[config.mk]
export PLATFORM = sky130hd
export DESIGN_NAME = conv_window_scheduler
export DESIGN_NICKNAME = d
export VERILOG_FILES = /design/src/rtl/conv_cfg_pkg.sv /design/src/rtl/conv_tap_addr.sv /design/src/rtl/conv_window_scheduler.sv
export SDC_FILE = /design/constraint.sdc
export NUM_CORES = 1
export LEC_CHECK = 0
export CELL_PAD_IN_SITES_DETAIL_PLACEMENT = 1
export CELL_PAD_IN_SITES_GLOBAL_PLACEMENT = 1
export CORE_MARGIN = 2
export CORE_UTILIZATION = 52
export CTS_CLUSTER_DIAMETER = 50
export CTS_CLUSTER_SIZE = 14
export DETAILED_ROUTE_END_ITERATION = 6
export DONT_BUFFER_PORTS = 1
export GPL_TIMING_DRIVEN = 0
export HOLD_SLACK_MARGIN = 0.06
export PLACE_DENSITY_LB_ADDON = 0.1
export SLEW_MARGIN = 20
export SYNTH_ARGS = -nofsm -noshare
export SYNTH_HDL_FRONTEND = slang
export SYNTH_HIERARCHICAL = 1
export SYNTH_SLANG_ARGS = --single-unit
[constraint.sdc]
create_clock -name clk -period 12.3 [get_ports clk]
set_clock_uncertainty 0.05 [all_clocks]
set_input_delay 1.845 -clock clk [delete_from_list [all_inputs] [get_ports clk]]
set_output_delay 1.845 -clock clk [all_outputs]
set_load 0.1 [all_outputs]
[src/rtl/conv_cfg_pkg.sv]
// Shared layer constants, derived widths and common types for the first
// convolution layer's window scheduler.
package conv_cfg_pkg;

  localparam int N2_DEF      = 128;
  localparam int M2_DEF      = 128;
  localparam int C1_DEF      = 3;
  localparam int K_DEF       = 3;
  localparam int FILTERS_DEF = 32;
  localparam int ADDR_W_DEF  = 16;

  // Index width that never collapses to zero bits for a degenerate size of 1.
  function automatic int clog2_min1(input int value);
    return (value <= 1) ? 1 : $clog2(value);
  endfunction

  localparam int TAPS_DEF  = K_DEF * K_DEF * C1_DEF;
  localparam int KER_W_DEF = clog2_min1(FILTERS_DEF);
  localparam int TAP_W_DEF = clog2_min1(TAPS_DEF);
  localparam int ROW_W_DEF = clog2_min1(N2_DEF);
  localparam int COL_W_DEF = clog2_min1(M2_DEF);

  typedef enum logic [1:0] {
    S_IDLE = 2'd0,
    S_RUN  = 2'd1,
    S_DONE = 2'd2
  } sched_state_t;

  typedef struct packed {
    logic [ADDR_W_DEF-1:0] addr;
    logic                  pad;
    logic [KER_W_DEF-1:0]  ker;
    logic [TAP_W_DEF-1:0]  tap;
    logic                  first;
    logic                  last;
  } conv_tap_t;

endpackage

[src/rtl/conv_tap_addr.sv]
// Maps an output pixel plus kernel tap to its source pixel: signed source
// coordinates, out-of-image flag and flat image-buffer address.
module conv_tap_addr
  import conv_cfg_pkg::*;
#(
  parameter int  N2     = N2_DEF,
  parameter int  M2     = M2_DEF,
  parameter int  C1     = C1_DEF,
  parameter int  K      = K_DEF,
  parameter int  ADDR_W = ADDR_W_DEF,
  localparam int ROW_W  = clog2_min1(N2),
  localparam int COL_W  = clog2_min1(M2),
  localparam int KY_W   = clog2_min1(K),
  localparam int CH_W   = clog2_min1(C1),
  localparam int SR_W   = ROW_W + 2,
  localparam int SC_W   = COL_W + 2
) (
  input  logic [ROW_W-1:0]        row,
  input  logic [COL_W-1:0]        col,
  input  logic [KY_W-1:0]         ky,
  input  logic [KY_W-1:0]         kx,
  input  logic [CH_W-1:0]         ch,
  output logic signed [SR_W-1:0]  src_row,
  output logic signed [SC_W-1:0]  src_col,
  output logic                    pad,
  output logic [ADDR_W-1:0]       img_addr
);

  localparam int                      PAD_AMT = (K - 1) / 2;
  localparam logic signed [SR_W-1:0]  PAD_R   = SR_W'(PAD_AMT);
  localparam logic signed [SC_W-1:0]  PAD_C   = SC_W'(PAD_AMT);
  localparam logic signed [SR_W-1:0]  N2_S    = SR_W'(N2);
  localparam logic signed [SC_W-1:0]  M2_S    = SC_W'(M2);
  localparam logic [ADDR_W-1:0]       M2_A    = ADDR_W'(M2);
  localparam logic [ADDR_W-1:0]       C1_A    = ADDR_W'(C1);

  logic [ADDR_W-1:0] lin_addr;

  // Two extra bits give room for both the sign and the far-edge overshoot.
  assign src_row = $signed(SR_W'(row)) + $signed(SR_W'(ky)) - PAD_R;
  assign src_col = $signed(SC_W'(col)) + $signed(SC_W'(kx)) - PAD_C;

  always_comb begin
    pad = (src_row < 0) || (src_row >= N2_S) || (src_col < 0) || (src_col >= M2_S);
    // In-image coordinates are non-negative and below N2/M2, so the low bits suffice.
    lin_addr = (ADDR_W'(src_row[ROW_W-1:0]) * M2_A + ADDR_W'(src_col[COL_W-1:0])) * C1_A
             + ADDR_W'(ch);
    img_addr = pad ? '0 : lin_addr;
  end

endmodule

[src/rtl/conv_window_scheduler.sv]
// Walks filter, output pixel and kernel tap loops for one layer pass and
// emits one registered descriptor per tap over a valid/ready handshake.
module conv_window_scheduler
  import conv_cfg_pkg::*;
#(
  parameter int  N2_PARAM = N2_DEF,
  parameter int  M2_PARAM = M2_DEF,
  parameter int  C1_PARAM = C1_DEF,
  parameter int  K_PARAM  = K_DEF,
  parameter int  FILTERS  = FILTERS_DEF,
  parameter int  ADDR_W   = ADDR_W_DEF,
  localparam int TAPS     = K_PARAM * K_PARAM * C1_PARAM,
  localparam int KER_W    = clog2_min1(FILTERS),
  localparam int TAP_W    = clog2_min1(TAPS),
  localparam int ROW_W    = clog2_min1(N2_PARAM),
  localparam int COL_W    = clog2_min1(M2_PARAM)
) (
  input  logic              clk,
  input  logic              reset,
  input  logic              start,
  output logic              busy,
  output logic              done,
  output logic              tap_vld,
  input  logic              tap_rdy,
  output logic [ADDR_W-1:0] img_addr,
  output logic              pad,
  output logic [KER_W-1:0]  ker_idx,
  output logic [TAP_W-1:0]  tap_idx,
  output logic              first_tap,
  output logic              last_tap,
  output logic [ROW_W-1:0]  out_row,
  output logic [COL_W-1:0]  out_col
);

  localparam int KY_W = clog2_min1(K_PARAM);
  localparam int CH_W = clog2_min1(C1_PARAM);

  sched_state_t state_q, state_d;

  logic [KER_W-1:0] fil_q, fil_d;
  logic [ROW_W-1:0] row_q, row_d;
  logic [COL_W-1:0] col_q, col_d;
  logic [KY_W-1:0]  ky_q,  ky_d;
  logic [KY_W-1:0]  kx_q,  kx_d;
  logic [CH_W-1:0]  ch_q,  ch_d;
  logic [TAP_W-1:0] tap_q, tap_d;

  logic              busy_q,  busy_d;
  logic              done_q,  done_d;
  logic              vld_q,   vld_d;
  logic              pad_q,   pad_d;
  logic              first_q, first_d;
  logic              last_q,  last_d;
  logic [ADDR_W-1:0] addr_q,  addr_d;

  logic                    handshake;
  logic                    carry;
  logic                    pass_end;
  logic                    pad_nxt;
  logic [ADDR_W-1:0]       addr_nxt;
  logic signed [ROW_W+1:0] src_row;
  logic signed [COL_W+1:0] src_col;
  logic                    src_unused;

  assign handshake = (state_q == S_RUN) && vld_q && tap_rdy;

  // Loop counters, innermost (ch) first; each level advances on the carry of the one inside it.
  always_comb begin
    // NOTE: combinational blocks use blocking '=' so 'carry' ripples through the chain in order.
    fil_d = fil_q;
    row_d = row_q;
    col_d = col_q;
    ky_d  = ky_q;
    kx_d  = kx_q;
    ch_d  = ch_q;
    tap_d = tap_q;
    carry = handshake;
    if (carry) tap_d = (tap_q == TAP_W'(TAPS - 1)) ? '0 : tap_q + TAP_W'(1);
    if (carry) ch_d  = (ch_q == CH_W'(C1_PARAM - 1)) ? '0 : ch_q + CH_W'(1);
    carry = carry && (ch_q == CH_W'(C1_PARAM - 1));
    if (carry) kx_d  = (kx_q == KY_W'(K_PARAM - 1)) ? '0 : kx_q + KY_W'(1);
    carry = carry && (kx_q == KY_W'(K_PARAM - 1));
    if (carry) ky_d  = (ky_q == KY_W'(K_PARAM - 1)) ? '0 : ky_q + KY_W'(1);
    carry = carry && (ky_q == KY_W'(K_PARAM - 1));
    if (carry) col_d = (col_q == COL_W'(M2_PARAM - 1)) ? '0 : col_q + COL_W'(1);
    carry = carry && (col_q == COL_W'(M2_PARAM - 1));
    if (carry) row_d = (row_q == ROW_W'(N2_PARAM - 1)) ? '0 : row_q + ROW_W'(1);
    carry = carry && (row_q == ROW_W'(N2_PARAM - 1));
    if (carry) fil_d = (fil_q == KER_W'(FILTERS - 1)) ? '0 : fil_q + KER_W'(1);
    pass_end = carry && (fil_q == KER_W'(FILTERS - 1));
  end

  // Address of the descriptor that will be presented after this edge.
  conv_tap_addr #(
    .N2     (N2_PARAM),
    .M2     (M2_PARAM),
    .C1     (C1_PARAM),
    .K      (K_PARAM),
    .ADDR_W (ADDR_W)
  ) u_tap_addr (
    .row      (row_d),
    .col      (col_d),
    .ky       (ky_d),
    .kx       (kx_d),
    .ch       (ch_d),
    .src_row  (src_row),
    .src_col  (src_col),
    .pad      (pad_nxt),
    .img_addr (addr_nxt)
  );

  // Source coordinates are only observed for debug; pad/img_addr carry the result.
  assign src_unused = ^{src_row, src_col};

  always_comb begin
    state_d = state_q;
    unique case (state_q)
      S_IDLE:  if (start) state_d = S_RUN;
      S_RUN:   if (pass_end) state_d = S_DONE;
      S_DONE:  state_d = S_IDLE;
      default: state_d = S_IDLE;
    endcase
  end

  always_comb begin
    busy_d  = (state_d == S_RUN);
    vld_d   = (state_d == S_RUN);
    done_d  = (state_d == S_DONE);
    pad_d   = 1'b0;
    addr_d  = '0;
    first_d = 1'b0;
    last_d  = 1'b0;
    if (vld_d) begin
      pad_d   = pad_nxt;
      addr_d  = addr_nxt;
      first_d = (tap_d == '0);
      last_d  = (tap_d == TAP_W'(TAPS - 1));
    end
  end

  always_ff @(posedge clk) begin
    // NOTE: sequential state uses non-blocking '<=' so every flop samples pre-edge values.
    if (reset) state_q <= S_IDLE;
    else       state_q <= state_d;
  end

  always_ff @(posedge clk) begin
    if (reset) begin
      fil_q   <= '0;
      row_q   <= '0;
      col_q   <= '0;
      ky_q    <= '0;
      kx_q    <= '0;
      ch_q    <= '0;
      tap_q   <= '0;
      busy_q  <= 1'b0;
      done_q  <= 1'b0;
      vld_q   <= 1'b0;
      pad_q   <= 1'b0;
      first_q <= 1'b0;
      last_q  <= 1'b0;
      addr_q  <= '0;
    end else begin
      fil_q   <= fil_d;
      row_q   <= row_d;
      col_q   <= col_d;
      ky_q    <= ky_d;
      kx_q    <= kx_d;
      ch_q    <= ch_d;
      tap_q   <= tap_d;
      busy_q  <= busy_d;
      done_q  <= done_d;
      vld_q   <= vld_d;
      pad_q   <= pad_d;
      first_q <= first_d;
      last_q  <= last_d;
      addr_q  <= addr_d;
    end
  end

  // Counters wrap to zero at the end of a pass, so they double as idle-zero index outputs.
  assign busy      = busy_q;
  assign done      = done_q;
  assign tap_vld   = vld_q;
  assign pad       = pad_q;
  assign img_addr  = addr_q;
  assign first_tap = first_q;
  assign last_tap  = last_q;
  assign ker_idx   = fil_q;
  assign tap_idx   = tap_q;
  assign out_row   = row_q;
  assign out_col   = col_q;

endmodule
==> impl_results.md, run 1 <==
- Number of nets in the synthesized netlist: 536
- Total of buffers placed on input and output ports: 0
- Global-route wire length before repair: 17.17 mm
- H-tree depth reported by CTS: 2
- Pin count of the biggest net entering global routing: 17
- WL final: 10.03 mm
- Post-layout instance count excluding filler cells: 586
- Drt via density: 5.991
- Reported leakage power: 1.731 nW
- Largest driver fanout on the critical path: 8
- Instance count after placement with tap cells included: 578
- GRT Resource Usage Total: 0.2518
- Antenna violations before repair: 0
- Area of the die: 8398 sq um
- Leftover overflow at the end of global routing: 0
- Routed wire length per instance: 17.11 microns
- Netlist Area Pre-Place: 3994 sq um
- Synthesized instance count: 479
- TritonCTS Sinks: 53
- Peak clock frequency supported by timing: 0.1470 GHz
- Half-perimeter wire length after detailed placement: 7.895 mm
- Total area of sequential cells: 1064 sq um
- Share of final-layout standard cells stronger than drive strength 1: 0.06982
- Placement Rows: 31
- Post-CTS clock slew at the launch and capture registers of the worst setup and hold paths: 100 ps
- Final ANT Viol Nets: 0
- DRT Pass-1 Iters: 6
- Source-to-sink clock delay at the later pin of the worst-skew pair: 320 ps
- Peak supply drop: 40.20 uV
- Placement-stage cell area: 4118 sq um
- Final instance area: 4208 sq um
- WS Path Type: primary input to flop
- Setup-failing EPs final: 0
- Num ports: 50
- Combined area of the multi-input logic cells: 2678 sq um
- Iter 0 DRT Violations: 104
- Count of fill cells added during filler insertion: 901
- Vias: 3511
- GPL Wtd Cong: 0.8363
- Area growth from synthesis to layout: 5.357%
- Core Region: 7331 sq um
- Root Buffer: sky130_fd_sc_hd__clkbuf_8
- Maximum root-to-sink buffer count: 2
- Final worst-path setup slack: 5497 ps
- Element type at the critical path start: primary input
- Inserted Clock Buffers: 5
- Layout Nets: 543
- Post-CTS Repair Setup Buffers: 0
- Category of the worst setup path capture point: flop
- Worst-case setup slack after placement: 5219 ps
- Aggregate negative setup slack: 0 ps
- TritonCTS clock tree: done
- Worst rel slew slack: 0.2380
- Chip height: 91.64 microns
- Final worst path period need: 6803 ps
- Vias in the first global route: 3648
- Max-cap violations: 0
- Final period util: 0.5531
- Worst-Margin Slew: 1141 ps
- Cts repair resizes: 0
- Remaining design rule violation count: 0
- ANT cells: 0
- Class of the tightest hold or removal check: flop to flop
- Die width: 91.64 microns
- Total of warnings raised by yosys: 6
- Final-report max-slew violation count: 0
- Final hold violations: 0
- Result of the run: finished, final reports clean
- Total power per unit cell area: 70.10 nW/um^2
- Endpoint required time on the critical path: 12470 ps
- Avg Synthesized Cell Area: 8.338 sq um
- Hold_buf cts: 0
- Critical path data arrival time: 6970 ps
- Unrepaired setup endpoints after global routing: false
- Initial Utilization: 0.5448
==> worst max-delay path, cell delays in order <==
cell,delay (ps)
sky130_fd_sc_hd__nand4b_4,150
sky130_fd_sc_hd__nor4_2,890
sky130_fd_sc_hd__mux2_2,320
sky130_fd_sc_hd__inv_1,50
sky130_fd_sc_hd__ha_1,260
sky130_fd_sc_hd__inv_1,40
sky130_fd_sc_hd__ha_1,230
sky130_fd_sc_hd__fa_1,410
sky130_fd_sc_hd__a21o_1,210
sky130_fd_sc_hd__a21oi_2,190
sky130_fd_sc_hd__xnor2_1,210
sky130_fd_sc_hd__and2_1,210
sky130_fd_sc_hd__nor2_1,60
sky130_fd_sc_hd__ha_1,280
sky130_fd_sc_hd__clkbuf_1,190
sky130_fd_sc_hd__nand2_1,130
sky130_fd_sc_hd__o211ai_1,150
sky130_fd_sc_hd__o41ai_2,510
sky130_fd_sc_hd__mux2i_1,280
sky130_fd_sc_hd__xnor2_1,190
sky130_fd_sc_hd__nor2_4,30
sky130_fd_sc_hd__and2_1,130
==> power by group <==
part / switching [mW] / internal [mW] / leakage (nW)
clock network: 0.0627 / 0.0403 / 0.0374
logic: 0.00853 / 0.00305 / 1.26
registers: 0.00763 / 0.173 / 0.429
total: 0.0789 / 0.216 / 1.73
==> flip-flops by register name, indices dropped and copies added (netlist names), 2 cells and up <==
signal / flops
out_row: 7
out_col: 7
ch_q: 2
state_q: 2
ky_q: 2
ker_idx: 5
kx_q: 2
tap_idx: 5
img_addr: 16
==> placed cells by master (no fill, tap or decap), types with 4 or more instances in the layout <==
cell type	count
sky130_fd_sc_hd__nand3_1	13
sky130_fd_sc_hd__dfxtp_1	51
sky130_fd_sc_hd__nor2b_1	7
sky130_fd_sc_hd__a211oi_1	4
sky130_fd_sc_hd__nor3_1	10
sky130_fd_sc_hd__nand3b_1	4
sky130_fd_sc_hd__nor2_4	6
sky130_fd_sc_hd__clkbuf_1	14
sky130_fd_sc_hd__a21oi_1	33
sky130_fd_sc_hd__or4_1	6
sky130_fd_sc_hd__nand2_1	31
sky130_fd_sc_hd__fa_1	4
sky130_fd_sc_hd__nor2_1	27
sky130_fd_sc_hd__o21ai_0	18
sky130_fd_sc_hd__and3_1	7
sky130_fd_sc_hd__and2_1	30
sky130_fd_sc_hd__a31oi_1	7
sky130_fd_sc_hd__o211ai_1	6
sky130_fd_sc_hd__clkbuf_8	5
sky130_fd_sc_hd__xor2_1	7
sky130_fd_sc_hd__xnor2_1	16
sky130_fd_sc_hd__ha_1	49
sky130_fd_sc_hd__or3_1	8
sky130_fd_sc_hd__nand2b_1	5
sky130_fd_sc_hd__inv_1	45
sky130_fd_sc_hd__o21a_1	4
==> stage by stage <==
stage / hold WS (ps) / power, mW / util
global placement: 444.4 / 0.1955 / 0.5617
CTS: 488.6 / 0.2985 / 0.5736
floorplan: 425.2 / 0.1924 / -
finish: 486.6 / 0.2950 / 0.5740
global route: 516.4 / 0.3046 / 0.5740
detailed placement: 470.7 / 0.1959 / 0.5617
==> path summary, 6_finish.rpt <==
kind	startpoint	endpoint	slack, ps	depth (start not counted)
max	tap_rdy	img_addr[11]	5500	22
min	ch_q[1]	ch_q[1]	490	2
max reg2reg	tap_vld	img_addr[11]	5860	22
min reg2reg	ch_q[1]	ch_q[1]	490	2
==> metal layers <==
layer	global-route usage	share of wire
met5	0	0
met4	0.06313	0.012
met3	0.04191	0.035
met2	0.4559	0.49
met1	0.3090	0.46
==> area by class of cell <==
| cell class | count | share of cell area |
|---|---|---|
| multi-input combinational | 363 | 0.6363 |
| buffer | 18 | 0.02052 |
| clock buffer | 6 | 0.01725 |
| tap | 99 | 0.02944 |
| clock inverter | 2 | 0.003568 |
| sequential | 53 | 0.2528 |
| inverter | 45 | 0.04014 |
Power figures use the tool's default switching activity.
==> run 2, diff against run 1 <==
CORE_UTILIZATION = 48   (was 52)
clock period = 7 ns   (was 12.3 ns; I/O delays follow)
==> run 2 against run 1 <==
  * Worst setup slack got worse by 5000 ps
  * Critical path type is now flop to flop
  * Global-route usage down 1.9 points
  * Sequential share of layout area decreased by 0.16 points
  * Critical path depth unchanged
==> impl_results.md, run 2 (synthesis gave the netlist of run 1 again) <==
- Final period util: 0.9233
- Half-perimeter wire length after detailed placement: 7.690 mm (-2.6%)
- Kind of cell adding the most delay to the critical path: simple AND/OR/NAND/NOR gates
- Die width: 95.22 microns (+3.9%)
- Inserted Clock Buffers: 5 (unchanged)
- Final-report max-slew violation count: 0 (unchanged)
- Core Region: 8134 sq um (+11%)
- Met3 layer usage reported by global route: 0.03320 (-0.008705)
- Antenna violations before repair: 0 (unchanged)
- Critical path data arrival time: 6670 ps (-300 ps)
- Root Buffer: sky130_fd_sc_hd__clkbuf_8
- Share of final-layout standard cells stronger than drive strength 1: 0.06776 (-0.002053)
- Area growth from synthesis to layout: 5.796%
- Iter 0 DRT Violations: 122 (+17%)
- Final hold violations: 0 (unchanged)
- Endpoint required time on the critical path: 7210 ps (-5260 ps)
- Drt via density: 5.753 (-4.0%)
- Largest driver fanout on the critical path: 8 (unchanged)
- Layout Nets: 543 (unchanged)
- Start of the worst register-to-register path: tap_vld
- Remaining design rule violation count: 0 (unchanged)
- Most used cells in the layout excluding fill and tap cells: sky130_fd_sc_hd__dfxtp_1, sky130_fd_sc_hd__ha_1, sky130_fd_sc_hd__inv_1, sky130_fd_sc_hd__a21oi_1, sky130_fd_sc_hd__nand2_1
- Most frequent standard cell in the layout excluding fill and tap cells: sky130_fd_sc_hd__dfxtp_1
- Initial Utilization: 0.4910 (-0.05380)
- Vias: 3406 (-3.0%)
- Category of the worst setup path capture point: flop
- Final ANT Viol Nets: 0 (unchanged)
- WS Path Type: flop to flop
- Internal power contribution: 0.3915 mW (+81%)
- Utilization of the core after routing: 0.5195 (-0.05453)
- ANT cells: 0 (unchanged)
- Vias in the first global route: 3404 (-6.7%)
- Post-CTS Repair Setup Buffers: 0 (unchanged)
- Area of the die: 9066 sq um (+8.0%)
- Max stage delay on crit path: 1050 ps (+160 ps)
- Hold depth: 2 (unchanged)
- Most Crowded Layer GR: met2
- Final worst path period need: 6463 ps
- Worst rel slew slack: 0.2191 (-0.01885)
- Maximum root-to-sink buffer count: 2 (unchanged)
- Pin count of the biggest net entering global routing: 18 (+1)
- Reported leakage power: 1.744 nW (+0.77%)
- Beginning of the worst hold path: ch_q[0]
- Critical path's most frequent cell: sky130_fd_sc_hd__ha_1
- H-tree depth reported by CTS: 2 (unchanged)
- Aggregate negative setup slack: 0 ps (unchanged)
- Sequential fraction of design power: 0.592 (-0.019)
- Max-cap violations: 0 (unchanged)
- TritonCTS clock tree: done
- Reg2Reg Setup Slack: 540 ps (-5320 ps)
- Placement Rows: 33 (+6.5%)
- Total power per unit cell area: 126.6 nW/um^2 (+81%)
- Switching Fraction: 0.2683 (+0.0009757)
- Reg-to-reg critical path endpoint: img_addr[12]
- Peak supply drop: 85.83 uV (+110%)
- Element type at the critical path start: flop
- Master of the slowest instance on the critical path: sky130_fd_sc_hd__dfxtp_1
- Total of buffers placed on input and output ports: 0 (unchanged)
- Total area of sequential cells: 1061 sq um (-0.24%)
- Post-CTS clock slew at the launch and capture registers of the worst setup and hold paths: 110 ps (about the same)
- Worst Hold Endpoint: ch_q[1]
- Num ports: 50 (unchanged)
- Class of the tightest hold or removal check: flop to flop
- Worst-Margin Slew: 1170 ps (+28.23 ps)
- WL final: 9.811 mm (-2.2%)
- Final worst-path setup slack: 537.2 ps (-4959 ps)
- GRT Resource Usage Total: 0.2330 (-0.01884)
- Global-route wire length before repair: 16.64 mm (-3.1%)
- GPL Wtd Cong: 0.8465 (+1.2%)
- Worst-case setup slack after placement: 592.1 ps (-4627 ps)
- Met2 GRT Util: 0.3961 (-0.05976)
- Combined area of the multi-input logic cells: 2678 sq um (unchanged)
- Unrepaired setup endpoints after global routing: false
- Proportion of power drawn by the clock network: 0.369 (+0.020)
- Peak clock frequency supported by timing: 0.1547 GHz
- Switching power: 0.1436 mW (+82%)
- Routed wire length per instance: 16.57 microns (-3.2%)
- Max FFs per register: 16 (unchanged)
- Result of the run: finished, final reports clean
- Chip height: 95.22 microns (+3.9%)
- Relative contribution of combinational cells to total power: 0.039 (about the same)
- DRT Pass-1 Iters: 4 (-2)
- Setup-failing EPs final: 0 (unchanged)
- Count of fill cells added during filler insertion: 997 (+11%)
- TritonCTS Sinks: 53 (unchanged)
- Global routing met1 resource utilization: 0.3125 (+0.003472)
- Leftover overflow at the end of global routing: 0 (unchanged)
- Buffers plus inverters on the worst setup path: 3 (unchanged)
- Cts repair resizes: 0 (unchanged)
- Hold_buf cts: 0 (unchanged)
- Cell-by-cell listing of the critical path: nand4b_4 > nor4_2 > mux2_2 > inv_1 > ha_1 > inv_1 > ha_1 > fa_1 > a21o_1 > a21oi_2 > xnor2_1 > and2_1 > nor2_1 > ha_1 > clkbuf_1 > nand2_1 > o22ai_1 > a21oi_1 > nand3_1 > or4_1 > a31oi_1 > and2_1
- Source-to-sink clock delay at the later pin of the worst-skew pair: 320 ps (about the same)
- Worst-case reg-to-reg path depth: 22 (unchanged)
## run 2: changes by cell type in the layout (fill, tap and decap cells not counted), sizes merged
cell	delta
clkinv	+1
inv	+1
clkinvlp	-2
## run 2: per-stage QoR
step / hold slack [ps] / area [sq um] / power (mW) / std cells
6_report: 477.3 / 4225 / 0.5350 / 592
5_1_grt: 497.9 / 4225 / 0.5547 / 592
4_1_cts: 474.6 / 4225 / 0.5439 / 592
3_5_place_dp: 460.9 / 4125 / 0.3449 / 584
3_3_place_gp: 445.3 / 4125 / 0.3439 / 584
2_1_floorplan: 425.2 / 3994 / 0.3381 / 479
## run 2: worst min-delay path, cell delays in order, from the launching register on
cell                      delay, ps
sky130_fd_sc_hd__dfxtp_1        350
sky130_fd_sc_hd__nand2_1         80
sky130_fd_sc_hd__a21oi_1         60
## run 2: layout make-up
type / instances / share of cell area
plain buffers: 18 / 0.02043
clock buffers: 6 / 0.01954
clock inverters: 2 / 0.004146
inverters: 45 / 0.03998
multi-input cells: 363 / 0.6337
flip-flops and latches: 53 / 0.2511
well taps: 105 / 0.03109
## run 2: worst max path at each step
stage	start	to	slack [ps]	cells past startpoint
6_report	tap_vld	img_addr[12]	540	22
5_1_grt	tap_vld	img_addr[11]	160	22
4_1_cts	tap_vld	img_addr[11]	560	22
3_5_place_dp	tap_vld	img_addr[11]	590	22
3_3_place_gp	tap_vld	img_addr[12]	720	22
2_1_floorplan	tap_vld	img_addr[11]	1430	25
## run 2: power groups by stage
stage	clock network (mW)	logic, mW	registers [mW]
global placement	0	0.0202	0.324
global route	0.215	0.0227	0.317
detailed placement	0	0.0209	0.324
floorplan	0	0.0147	0.323
CTS	0.206	0.0210	0.317
finish	0.197	0.0208	0.317
## run 2: metal layers
metal | wire [microns] | up-vias | share of wire
li1 | - | 1704 | -
met1 | 4728 | 1657 | 0.48
met2 | 4666 | 38 | 0.48
met5 | 0 | - | 0
met4 | 90 | 0 | 0.0092
met3 | 326 | 7 | 0.033
==> RTL change: new RTL, flow settings as in run 2 <==
`M2_DEF`: 128 -> 192.
--- a/src/rtl/conv_cfg_pkg.sv
+++ b/src/rtl/conv_cfg_pkg.sv
@@ -3,7 +3,7 @@
 package conv_cfg_pkg;
 
   localparam int N2_DEF      = 128;
-  localparam int M2_DEF      = 128;
+  localparam int M2_DEF      = 192;
   localparam int C1_DEF      = 3;
   localparam int K_DEF       = 3;
   localparam int FILTERS_DEF = 32;
Interface: changed (resized out_col); port bits go from 50 to 51. No check against the original RTL was run, so the function may have changed too.
==> RTL change against run 2 <==
Via count increased by 8.9%. Critical path depth is 6 higher. Utilization is 3.4 points higher. Sequential share of layout area shrank 2.4 points. Area after synthesis increased by 9.8%. Sequential cell count is 1 higher. Worst hold slack better by 46 ps. Power is 2.3% lower. Combinational power decreased by 9%. Fmax shrank 4.0%. Setup slack worse by 270 ps. Design area rose by 15%. Wire length up 8.4%. Largest power group unchanged. Highest routed layer unchanged.
==> RTL change: results (changes against run 2) <==
[detailed_routing]
drt-total-wl_um=10640  ; +8.4%
wl_per_cell_um=16.36  ; -1.3%
drtPass1Iterations=4  ; unchanged
via_count=3708  ; +8.9%
drt_iter0_drc=66  ; -46%

[global_route]
grt_pass1_wl_um=17860  ; +7.3%
grt_max_degree=19  ; +1
grt_use_total=0.2177  ; -0.01532
grt_antenna_before_repair=1  ; +1
first_global_vias=3843  ; +13%

[min_path]
hold_path_class=flop to flop
min-delay-start=state_q[1]

[setup_path]
r2r-start=out_col[0]
max_stage_delay_ps=510  ; -540 ps
cp_slowest_cell=fa_1
path_max_fanout=8  ; unchanged
crit_start=tap_rdy
critPathArrivalTime_ps=6890  ; +220 ps

[clocking]
cts_buffer_depth=2  ; unchanged
cts_made_buffers=5  ; unchanged
cts_hold_buf=0  ; unchanged
cts.reportedPaths.clkPinSlew_ps=110  ; about the same
clock_latency_ps=310
root_buffer=clkbuf_8
htree_num_levels=2  ; unchanged

[placed_design]
dpl.hpwl_um=8103  ; +5.4%
pre_cts_ws_ps=-670.1  ; -1262 ps
port_buffers=0  ; unchanged
gp_congestion=0.8328  ; -1.6%
placedInstanceArea_um2=4521  ; +9.6%
dp_cells=625  ; +7.0%

[layout]
largest_reg_flops=16  ; unchanged
insertedDiodeCount=0  ; unchanged
layout.nets=614  ; +13%
drive_gt1_frac=0.1513  ; +0.08353

[logic_synthesis]
synth_warnings=6  ; unchanged
syn-num-nets=590  ; +10%
syn-instance-count=517  ; +7.9%

[pwr]
peakVddDrop_uv=83.24  ; -3.0%
p_leak_nw=2.076  ; +19%

[sta]
tightest_slew_ps=1148  ; -21.23 ps

[outcome]
status=finished, final reports clean

==> RTL change: cell types whose count changed in the layout (fill, tap and decap cells not counted), moves of 8 or more <==
cell and delta:
nor2b_1 +12, xor2_1 +8, dfxtp_1 -11, nor2_1 +15, buf_4 +17, a21o_1 +13, ha_1 +11
==> RTL change: path summary, 6_finish.rpt <==
check,end,slack [ps],cells past startpoint
setup reg to reg,img_addr[15],330,28
hold / removal,state_q[1],520,3
setup / recovery,img_addr[15],270,28
hold reg to reg,state_q[1],520,3
==> RTL change: metal layers <==
layer	wire, µm	vias up	global-route usage
met3	380	6	0.03092
met5	0	-	0
met2	5419	61	0.3924
li1	-	1855	-
met4	86	0	0.04531
met1	4750	1786	0.2763
==> RTL change: per-stage QoR <==
stage                     setup TNS [ps]  utilization
after detailed placement           -1676       0.5134
after CTS                              0       0.5325
after global routing              -100.7       0.5537
after global placement             -1174       0.5134
after floorplan                        0            -
final                                  0       0.5537
==> RTL change: worst max-delay path: cells and delay by family <==
kind,cells,cell delay [ps]
muxes,1,340
AOI/OAI and AO/OA,6,1230
xor gates and xnor gates,1,230
and+or+nand+nor,8,1390
buffers and inverters,6,630
adders and majority gates,6,2020
==> RTL change: cell type report <==
class / count / area [µm²]
inverters: 41 / 153.9
repair buffers: 17 / 127.6
clock inverters: 3 / 23.77
clock buffers: 5 / 68.82
well taps: 108 / 135.1
flip-flops and latches: 54 / 1109
plain buffers: 12 / 70.07
multi-input cells: 410 / 3188
fillers: 1062 / 3930
==> RTL change: timing repair <==
item	CTS	global route
resized for setup	14	28
setup endpoints to repair	4	3
buffers inserted	6	11
pin swaps	3	11
==> RTL change: power by group <==
group,switching (mW),internal (mW)
Sequential,0.0130,0.308
Combinational,0.0138,0.00505
Clock,0.112,0.0719
